--- config.mk ---
export PLATFORM = sky130hd
export DESIGN_NAME = tx_resp_sequencer
export DESIGN_NICKNAME = d
export VERILOG_FILES = /design/src/rtl/tx_resp_sequencer_pkg.sv /design/src/rtl/tx_resp_sequencer_fifo.sv /design/src/rtl/tx_resp_sequencer.sv
export SDC_FILE = /design/constraint.sdc
export NUM_CORES = 1
export LEC_CHECK = 0
export CORE_MARGIN = 2
export CORE_UTILIZATION = 40
export DETAILED_ROUTE_END_ITERATION = 16
export MAX_ROUTING_LAYER = met4
export PLACE_DENSITY = 0.69
export SYNTH_ARGS = -nofsm -noshare
export SYNTH_HDL_FRONTEND = slang
export SYNTH_HIERARCHICAL = 1
export SYNTH_SLANG_ARGS = --single-unit
--- constraint.sdc ---
create_clock -name clk -period 3.8 [get_ports clk]
set_input_delay 0.38 -clock clk [delete_from_list [all_inputs] [get_ports clk]]
set_output_delay 0.38 -clock clk [all_outputs]
set_load 0.005 [all_outputs]
--- src/rtl/tx_resp_sequencer_pkg.sv ---
// Shared FSM encoding and response-entry type tags for the TX response path.
// No logic; types and helpers only.
// Imported by the sequencer top and its queue.
package tx_resp_sequencer_pkg;

  typedef enum logic [1:0] {
    ST_IDLE      = 2'd0,
    ST_SEND      = 2'd1,
    ST_WAIT_ACK  = 2'd2,
    ST_WAIT_DONE = 2'd3
  } tx_state_e;

  typedef enum logic {
    RESP_ALU = 1'b0,
    RESP_REG = 1'b1
  } resp_type_e;

  // Width of a down-counter that must hold n-1 (at least one bit).
  function automatic int cnt_width(input int n);
    return (n > 1) ? $clog2(n) : 1;
  endfunction

endpackage

--- src/rtl/tx_resp_sequencer_fifo.sv ---
// resp_fifo: single-clock circular queue of pending response entries.
// Latency: a pushed entry is visible at pop_dat the cycle after the push edge.
// Backpressure: push while full is ignored unless a pop happens in the same cycle.
module resp_fifo #(
  parameter int WIDTH = 17,
  parameter int DEPTH = 4,
  localparam int CNT_W = $clog2(DEPTH + 1),
  localparam int PTR_W = $clog2(DEPTH)
) (
  input  logic             clk,
  input  logic             rst,
  input  logic             push,
  input  logic [WIDTH-1:0] push_dat,
  input  logic             pop,
  output logic [WIDTH-1:0] pop_dat,
  output logic             full,
  output logic             empty,
  output logic [CNT_W-1:0] count
);

  logic [WIDTH-1:0] mem_q [DEPTH];
  logic [WIDTH-1:0] mem_d [DEPTH];
  logic [PTR_W-1:0] wr_ptr_q, wr_ptr_d;
  logic [PTR_W-1:0] rd_ptr_q, rd_ptr_d;
  logic [CNT_W-1:0] count_q, count_d;
  logic             push_ok;
  logic             pop_ok;

  assign full    = (count_q == CNT_W'(DEPTH));
  assign empty   = (count_q == '0);
  assign count   = count_q;
  assign pop_dat = mem_q[rd_ptr_q];

  // A pop frees a slot in the same cycle, so a full queue still takes a push then.
  assign pop_ok  = pop && !empty;
  assign push_ok = push && (!full || pop_ok);

  // Next pointers, occupancy and storage contents.
  always_comb begin
    mem_d    = mem_q;
    wr_ptr_d = wr_ptr_q;
    rd_ptr_d = rd_ptr_q;
    count_d  = count_q;
    if (push_ok) begin
      mem_d[wr_ptr_q] = push_dat;
      wr_ptr_d        = wr_ptr_q + PTR_W'(1);
    end
    if (pop_ok) begin
      rd_ptr_d = rd_ptr_q + PTR_W'(1);
    end
    case ({push_ok, pop_ok})
      2'b10:   count_d = count_q + CNT_W'(1);
      2'b01:   count_d = count_q - CNT_W'(1);
      default: count_d = count_q;
    endcase
  end

  // Pointer and occupancy registers; reset empties the queue.
  always_ff @(posedge clk or negedge rst) begin
    if (!rst) begin
      wr_ptr_q <= '0;
      rd_ptr_q <= '0;
      count_q  <= '0;
    end else begin
      wr_ptr_q <= wr_ptr_d;
      rd_ptr_q <= rd_ptr_d;
      count_q  <= count_d;
    end
  end

  // Entry storage; contents are only meaningful between pointers, so no reset.
  always_ff @(posedge clk) begin
    mem_q <= mem_d;
  end

endmodule

--- src/rtl/tx_resp_sequencer.sv ---
// Queues ALU/register-read responses and serialises them byte-by-byte to a UART.
// Latency: strobe in cycle 0 (idle, empty, not busy) -> tx_d_vld in cycle 3.
// Backpressure: waits on busy per byte; queue overflow or dual strobe pulses drop_err.
module tx_resp_sequencer
  import tx_resp_sequencer_pkg::*;
#(
  parameter int DATA_WIDTH  = 8,
  parameter int ALU_BYTES   = 2,
  parameter int QUEUE_DEPTH = 4,
  parameter int LSB_FIRST   = 1
) (
  input  logic                              clk,
  input  logic                              rst,
  input  logic [ALU_BYTES*DATA_WIDTH-1:0]   alu_out,
  input  logic                              alu_out_valid,
  input  logic [DATA_WIDTH-1:0]             rd_data,
  input  logic                              rd_data_valid,
  input  logic                              busy,
  output logic [DATA_WIDTH-1:0]             tx_p_data,
  output logic                              tx_d_vld,
  output logic [$clog2(QUEUE_DEPTH+1)-1:0]  q_count,
  output logic                              drop_err
);

  localparam int ALU_W = ALU_BYTES * DATA_WIDTH;
  localparam int ENT_W = ALU_W + 1;
  localparam int CNT_W = cnt_width(ALU_BYTES);

  tx_state_e             state_q, state_d;
  logic [ALU_W-1:0]      sr_q, sr_d;
  logic [CNT_W-1:0]      byte_cnt_q, byte_cnt_d;
  logic                  tx_d_vld_q, tx_d_vld_d;
  logic [DATA_WIDTH-1:0] tx_p_data_q, tx_p_data_d;
  logic                  drop_err_q, drop_err_d;

  logic                  fifo_push;
  logic [ENT_W-1:0]      fifo_push_dat;
  logic                  fifo_pop;
  logic [ENT_W-1:0]      fifo_pop_dat;
  logic                  fifo_full;
  logic                  fifo_empty;
  resp_type_e            head_type;
  logic [ALU_W-1:0]      head_payload;
  logic [DATA_WIDTH-1:0] cur_byte;

  // ALU result wins a same-cycle collision; the register byte is zero-extended.
  always_comb begin
    fifo_push     = alu_out_valid || rd_data_valid;
    fifo_push_dat = {RESP_REG, ALU_W'(rd_data)};
    if (alu_out_valid) begin
      fifo_push_dat = {RESP_ALU, alu_out};
    end
  end

  resp_fifo #(
    .WIDTH (ENT_W),
    .DEPTH (QUEUE_DEPTH)
  ) u_resp_fifo (
    .clk      (clk),
    .rst      (rst),
    .push     (fifo_push),
    .push_dat (fifo_push_dat),
    .pop      (fifo_pop),
    .pop_dat  (fifo_pop_dat),
    .full     (fifo_full),
    .empty    (fifo_empty),
    .count    (q_count)
  );

  assign head_type    = resp_type_e'(fifo_pop_dat[ALU_W]);
  assign head_payload = fifo_pop_dat[ALU_W-1:0];
  assign cur_byte     = (LSB_FIRST != 0) ? sr_q[DATA_WIDTH-1:0]
                                         : sr_q[ALU_W-1 -: DATA_WIDTH];

  // A discard happens on a dual strobe or on a push into a full queue not being drained.
  always_comb begin
    drop_err_d = (alu_out_valid && rd_data_valid) ||
                 (fifo_push && fifo_full && !fifo_pop);
  end

  // Serialiser FSM: load an entry, hand out one byte per busy handshake.
  always_comb begin
    state_d     = state_q;
    sr_d        = sr_q;
    byte_cnt_d  = byte_cnt_q;
    tx_d_vld_d  = 1'b0;
    tx_p_data_d = tx_p_data_q;
    fifo_pop    = 1'b0;
    case (state_q)
      ST_IDLE: begin
        if (!fifo_empty) begin
          fifo_pop = 1'b1;
          state_d  = ST_SEND;
          if (head_type == RESP_ALU) begin
            sr_d       = head_payload;
            byte_cnt_d = CNT_W'(ALU_BYTES - 1);
          end else begin
            // MS-first sends from the top byte, so park the single byte there.
            sr_d       = (LSB_FIRST != 0) ? head_payload
                                          : (head_payload << (ALU_W - DATA_WIDTH));
            byte_cnt_d = '0;
          end
        end
      end
      ST_SEND: begin
        if (!busy) begin
          tx_d_vld_d  = 1'b1;
          tx_p_data_d = cur_byte;
          state_d     = ST_WAIT_ACK;
        end
      end
      ST_WAIT_ACK: begin
        if (busy) begin
          state_d = ST_WAIT_DONE;
        end
      end
      ST_WAIT_DONE: begin
        if (!busy) begin
          if (byte_cnt_q == '0) begin
            state_d = ST_IDLE;
          end else begin
            sr_d       = (LSB_FIRST != 0) ? (sr_q >> DATA_WIDTH) : (sr_q << DATA_WIDTH);
            byte_cnt_d = byte_cnt_q - CNT_W'(1);
            state_d    = ST_SEND;
          end
        end
      end
      default: state_d = ST_IDLE;
    endcase
  end

  // State and output registers; reset abandons any frame in flight.
  always_ff @(posedge clk or negedge rst) begin
    if (!rst) begin
      state_q     <= ST_IDLE;
      sr_q        <= '0;
      byte_cnt_q  <= '0;
      tx_d_vld_q  <= 1'b0;
      tx_p_data_q <= '0;
      drop_err_q  <= 1'b0;
    end else begin
      state_q     <= state_d;
      sr_q        <= sr_d;
      byte_cnt_q  <= byte_cnt_d;
      tx_d_vld_q  <= tx_d_vld_d;
      tx_p_data_q <= tx_p_data_d;
      drop_err_q  <= drop_err_d;
    end
  end

  assign tx_d_vld  = tx_d_vld_q;
  assign tx_p_data = tx_p_data_q;
  assign drop_err  = drop_err_q;

endmodule

# Word-level counts from Yosys, hierarchy flattened
# Index checks and enable logic that the tools add are counted.
[word_totals]
out_inout_bits = 13
word_cells = 82
register_bits = 104
[op_classes]
n_eq_ne = 11
reduce_logical = 20
mux = 27
n_bitwise = 3
magnitude_cmp = 3
n_addsub = 5
[op_table]
columns = ["operator", "count"]
rows = [
  ["bitwise mux 68 bit", 1],
  ["two-way mux 17 bit", 4],
  ["two-way mux 16 bit", 3],
  ["binary-select mux 17 bit (select 2 bit)", 1],
  ["demux 17 bit (select 2 bit)", 1],
  ["case mux 16 bit (2 select lines)", 1],
  ["!= test 2 bit, second input constant", 5],
  ["two-way mux 1 bit", 9],
  ["two-way mux 2 bit", 4],
  ["case mux 2 bit (4 select lines)", 1],
  ["AND reduction 4 bit", 2],
  ["equality test 2 bit, second input constant", 3],
  ["greater-or-equal comparator 3 bit, second input constant", 2],
  ["logical AND 1 bit", 6],
  ["NOT 2 -> 3 bit", 2],
  ["case mux 3 bit (2 select lines)", 1],
  ["adder 2 x 1 -> 2 bit, second input constant", 2],
  ["equality test 2 x 1 -> 1 bit, second input constant", 2],
  ["nonzero test 2 bit", 2],
  ["adder 3 x 1 -> 3 bit, second input constant", 1],
  ["equality test 3 bit, second input constant", 1],
  ["logical NOT 1 bit", 3],
  ["logical NOT 3 bit", 1],
  ["logical OR 1 bit", 3],
  ["other kinds (8)", 8],
]

# Logic depth before layout (Yosys ltp)
[depth]
word_depth = 8
ltp_mapped = 12
mapped_depth_nobuf = 12

# Hierarchy
# The synthesis kept the hierarchy.
[modules_own_cells]
columns = ["module", "seq_area_each_um2", "cells_per_inst", "n_inst", "area_each_um2"]
rows = [
  ["resp_fifo", 2217.1, 127, 1, 2887.8],
  ["tx_resp_sequencer", 725.7, 132, 1, 1615.3],
]

# Worst setup path after synthesis
# OpenSTA, ideal clock, no wires.
[synth_path]
kind = "flip-flop to flip-flop"
start = "register state_q[0]"
end = "register u_resp_fifo.count_q[2], in the netlist u_resp_fifo/count[2]"
arrival_time_ns = 2.201
synth_period_minus_slack_ns = 2.280
t_required_ns = 3.721
setup_ns = 0.079
stages_incl_launch_ff = 13
path_slack_ns = 1.520
path_cell_list = "dfrtp_1 -> inv_1 -> ha_1 -> nand2b_1 -> inv_1 -> o21a_4 -> inv_1 -> ha_1 -> inv_1 -> fa_1 -> xor2_1 -> nor2_1 -> xor2_1"
[synth_via]
elab_chain_cells = 7
elab_cells_between_ends = 9
[synth_rtl]
columns = ["item", "line", "rtl"]
rows = [
  ["start: declaration", "tx_resp_sequencer.sv:29", "tx_state_e state_q, state_d;"],
  ["start signal: assignment", "tx_resp_sequencer.sv:142", "state_q <= state_d;"],
  ["logical NOT 2 bit (*)", "tx_resp_sequencer.sv:89", "case (state_q)"],
  ["two-way mux 1 bit (*)", "tx_resp_sequencer.sv:89", ""],
  ["named net fifo_pop", "tx_resp_sequencer.sv:38", "logic fifo_pop;"],
  ["logical AND 1 bit (*)", "tx_resp_sequencer_fifo.sv:35", "assign pop_ok = pop && !empty;"],
  ["logical OR 1 bit", "tx_resp_sequencer_fifo.sv:36", "assign push_ok = push && (!full || pop_ok);"],
  ["logical AND 1 bit", "tx_resp_sequencer_fifo.sv:36", ""],
  ["equality test 2 x 1 -> 1 bit / equality test 2 bit (equally long branches)", "tx_resp_sequencer_fifo.sv:51", "case ({push_ok, pop_ok})"],
  ["case mux 3 bit (2 select lines) / nonzero test 2 bit (equally long branches)", "-", ""],
  ["end signal: assignment", "tx_resp_sequencer_fifo.sv:67", "count_q <= count_d;"],
  ["end: declaration", "tx_resp_sequencer_fifo.sv:25", "logic [CNT_W-1:0] count_q, count_d;"],
]
# Mark *: on every way through the listed nets, which the timed path passes. The rest lies on a longest branch.
# A chain may end at the register's enable or synchronous reset.

# Final worst setup path
# Same ends and word-level chain as after synthesis.

==> metrics list <==
- Status: complete, no violations
* Static Leak: between 2 and 2.5 nW
- Xor/xnor cell area share of the yosys netlist: 0.0117
- Proportion of synthesized flip-flops having asynchronous set or reset: 0.346
* Part of the Yosys area used for sequential elements: 0.654
- Largest voltage drop on the vdd net: 0.284 mV
* Number of synthesized register bits: 104
* Sequence of cells on the critical path: inv_1, ha_1, nand2b_1, inv_1, o21a_4, inv_1, ha_1, inv_1, fa_1, xor2_1, nor2_1, xor2_1
- After detailed routing, the average wire length per cell comes to around 17 um.
- Number of unique standard cell types used by synthesis: 37
- Hold-fix buffers, CTS: 0
- Logic depth of the worst path, buffers included: 12
- For this run, the number of Yosys warnings is 6.
- CTS root buf: sky130_fd_sc_hd__clkbuf_16
- The count of nets left with antenna violations once routing finished came out at 0.
* Endpoint of the worst setup timing path: u_resp_fifo/count[2]$_DFFE_PN0P_
- STA classifies the critical path endpoint as a register.
- The hold violation total from the final report is 0.
* Number of flops mapped to enable cells by yosys: 68
* Highest net fanout along the worst path: 7
* Final setup margin: ~1.2 ns
- Maximum capacitance violations: 0
- Setup total negative slack on the finished layout was measured at 0 ns.
- At the worst endpoint, the required time is roughly 4.1 ns.
- Vias: 2240
* Number of sinks on the clock net: about 100
- Commonest register cell after synthesis: sky130_fd_sc_hd__edfxtp_1
- Most numerous cell types in the synthesized netlist: sky130_fd_sc_hd__edfxtp_1 (68), sky130_fd_sc_hd__dfrtp_1 (36), sky130_fd_sc_hd__mux2_2 (25), sky130_fd_sc_hd__inv_1 (20), sky130_fd_sc_hd__mux4_2 (17)
* Row count: 38
- Main combinational cell family by area after synthesis: multiplexers
* Most frequently used cell type in the post-synthesis netlist: sky130_fd_sc_hd__edfxtp_1
- At the end of routability-driven placement, the weighted congestion stood at around 0.75.
* Pin count of the biggest net entering global routing: 37
- The number of antenna violations at the first check in global routing was 0.
- Compared with the post-synthesis result, the final layout area differs by 18.2%.
* Start of the worst register-to-register path: state_q[0]$_DFFE_PN0P_
- Synthesis produced a netlist whose cell count is 259.
- Vias in the first global route: 2345
* Count of buffer and inverter cells on the critical path: 4
- Peak clock frequency supported by timing: slightly below 400 MHz
- Transition time at the pin with the least slew margin: roughly 0.84 ns
- Diodes inserted: 0
* CTS clk-pin slew, worst paths: roughly 0.07 ns
- For this run, global-route usage on met1 was measured as 0.174.
- The number of pins with negative max-slew slack in the final report was 0.
- Final period utilization: 0.677
* Count of input and output buffers: a little over 40
- Busiest layer in global routing: met2
- Width of the die: 110 um
- After legalization and detailed placement, the total HPWL measured 4910 um.
- STA classifies the critical path startpoint as a register.
* Post-synthesis compound-gate area fraction: 0.0442
- For met2 alone, demand over resource in global routing was 0.236.
- The first routing iteration left 74 violations.
* Average cell area after synthesis: approximately 17 um^2
- Clock latency on the worst-skew pair: around 0.35 ns
- For flop-to-flop paths, the worst setup slack is 1.23 ns.
- Clock period minus worst slack: between 2 and 3 ns
- Global-route wire length before repair: roughly 12000 um
- Final clock skew: between 0.01 and 0.015 ns
- Core occupancy in the finished layout: 0.487
* Final net count: around 340
- Cell with the largest stage delay on the worst path: sky130_fd_sc_hd__dfrtp_1
* Critical path type: reg2reg
* Arrival time of data at the critical path endpoint: 2.83 ns
* Worst min path class: in2async
- Setup violations remaining at the end of the flow were counted as 0.
- Die area: 12100 um^2
- Gr ovfl total: 0
* Leading area contributor after synthesis: sky130_fd_sc_hd__edfxtp_1
- Post-CTS sizing: 0
* Via/cell ratio: between 5 and 6
- Smallest hold slack: ~0.13 ns
* Total routed wirelength: 7450 um
- Headroom to the max-slew limit came out at 0.442.
* Setup repair after global routing missed its margin: no
- Cells taking the most area after synthesis: sky130_fd_sc_hd__edfxtp_1 (45%), sky130_fd_sc_hd__dfrtp_1 (20%), sky130_fd_sc_hd__mux4_2 (8.5%)
* Top Family by Delay on Critical Path: adder cells
- Of the total synthesized cell area, the portion taken by AND, OR, NAND and NOR gates is 0.0381.
* Fraction of synthesized area in multiplexers: 0.185
* Post-synth top area share: 0.453
- Post-Syn Area: around 4500 um^2
* Effective utilization at floorplan: 0.412
- In this run the standard cell core region covers between 10000 and 15000 um^2.
- CP max stage delay: between 0.4 and 0.5 ns
- Global-route total usage across every layer: 0.143
* Count of TritonRoute iterations in the first routing pass: 4
- The endpoint identified for the worst register-to-register timing path is u_resp_fifo/count[2]$_DFFE_PN0P_.
- The clock passes through at most 2 buffers.
- TritonCTS created 9 clock buffers.
- OpenSTA, run right after detailed placement, puts the worst setup slack at between 1 and 1.5 ns.
- Of the cells placed in the final design, the portion with a size suffix greater than 1 is 0.261.
- The H-tree was split into 3 levels.
* Post-CTS Setup Inserts: 0
- Origin of the worst setup path: state_q[0]$_DFFE_PN0P_
- From bottom edge to top edge, the die measures between 100 and 150 um.
- For this run, design rule violations remaining after detail routing come to 0.
- PwrDens: between 800 and 900 nW/um^2
- The worst register-to-register path has a depth of 12.
- Net count of the mapped netlist: around 300
- For this design the top-level I/O count stands at 42.
- Cell seen most often among critical-path stages: sky130_fd_sc_hd__inv_1
- For met3 alone, demand over resource in global routing was 0.0229.
- Clock tree from TritonCTS: built
* Post-synthesis adder-cell area fraction: 0.0322
- Count of filler cells inserted in the layout: roughly 950
## metrics by stage
| stage | total power (W) | cells | cell area, um^2 |
|---|---|---|---|
| 2_1_floorplan | 0.00303 | 259 | 4500 |
| 3_3_place_gp | 0.00341 | 430 | 5010 |
| 3_5_place_dp | 0.00346 | 430 | 5010 |
| 4_1_cts | 0.00442 | 446 | 5320 |
| 5_1_grt | 0.00463 | 446 | 5320 |
| 6_report | 0.00436 | 446 | 5320 |
## placed cells by master (no fill, tap or decap), drive strengths merged, types with 2 or more instances in the layout
| master | Yosys | layout |
|---|---|---|
| and2 | 12 | 12 |
| inv | 20 | 24 |
| clkdlybuf4s50 | 0 | 40 |
| ha | 10 | 10 |
| o41ai | 8 | 8 |
| clkbuf | 1 | 9 |
| xnor2 | 3 | 3 |
| edfxtp | 68 | 68 |
| mux2i | 2 | 2 |
| mux4 | 17 | 17 |
| nand2 | 4 | 4 |
| nand2b | 2 | 2 |
| dfrtp | 36 | 36 |
| nand3 | 2 | 2 |
| xor2 | 3 | 3 |
| buf | 11 | 3 |
| nor2 | 3 | 3 |
| mux2 | 34 | 34 |
| o21ai | 11 | 11 |
## sequential cells by signal (all words and copies together), names as in the netlist
| name | count |
|---|---|
| tx_d_vld | 1 |
| sr_q | 16 |
| tx_p_data | 8 |
| u_resp_fifo/rd_ptr_q | 2 |
| drop_err | 1 |
| u_resp_fifo/mem_q | 68 |
| u_resp_fifo/count | 3 |
| byte_cnt_q | 1 |
| u_resp_fifo/wr_ptr_q | 2 |
| state_q | 2 |
## worst min-delay path by stage
stage | slack, ns | end | depth (start not counted) | startpoint
finish | 0.13 | state_q[1]$_DFFE_PN0P_ | 1 | rst
CTS | 0.16 | sr_q[12]$_DFFE_PN0P_ | 1 | rst
floorplan | 0.08 | byte_cnt_q$_DFFE_PN0P_ | 0 | rst
global route | 0.21 | sr_q[10]$_DFFE_PN0P_ | 1 | rst
global placement | 0.49 | sr_q[12]$_DFFE_PN0P_ | 2 | sr_q[12]$_DFFE_PN0P_
detailed placement | 0.49 | sr_q[12]$_DFFE_PN0P_ | 2 | sr_q[12]$_DFFE_PN0P_
## layer usage
layer	vias to the layer above	wire [um]
li1	1055	-
met5	-	0
met1	1132	3200
met4	0	140
met3	11	267
met2	42	3840
## report_power, final
| group | total, W | switching [W] | internal, W |
|---|---|---|---|
| clock | 0.000948 | 0.000425 | 0.000524 |
| combinational | 0.00152 | 0.000684 | 0.000835 |
| sequential | 0.00189 | 0.000236 | 0.00165 |
## layout make-up
type | count | area, um^2 | area share
Clock buffer | 9 | 225 | 0.0423
Clock inverter | 7 | 83.8 | 0.0157
Inverter | 20 | 75.1 | 0.0141
Multi-Input combinational cell | 123 | 1400 | 0.263
Sequential cell | 104 | 2940 | 0.553
Tap cell | 140 | 175 | 0.0329
Timing Repair Buffer | 43 | 420 | 0.0790
## worst register-to-register path, delay by kind of cell (launching register included)
kind,cells,cell delay (ns)
compound gates,1,0.25
xor+xnor,2,0.34
fa+ha+maj,3,0.84
buf+inv,4,0.32
flops,1,0.45
simple gates,2,0.31
## cell families after synthesis
group,after synthesis
AO/OA/AOI/OAI,26
XOR/XNOR,6
adder cells (fa/ha/maj),11
flip-flops,104
buffers and inverters,32
multiplexers,53
AND/OR/NAND/NOR,27
(Power assumes the default switching activity.)
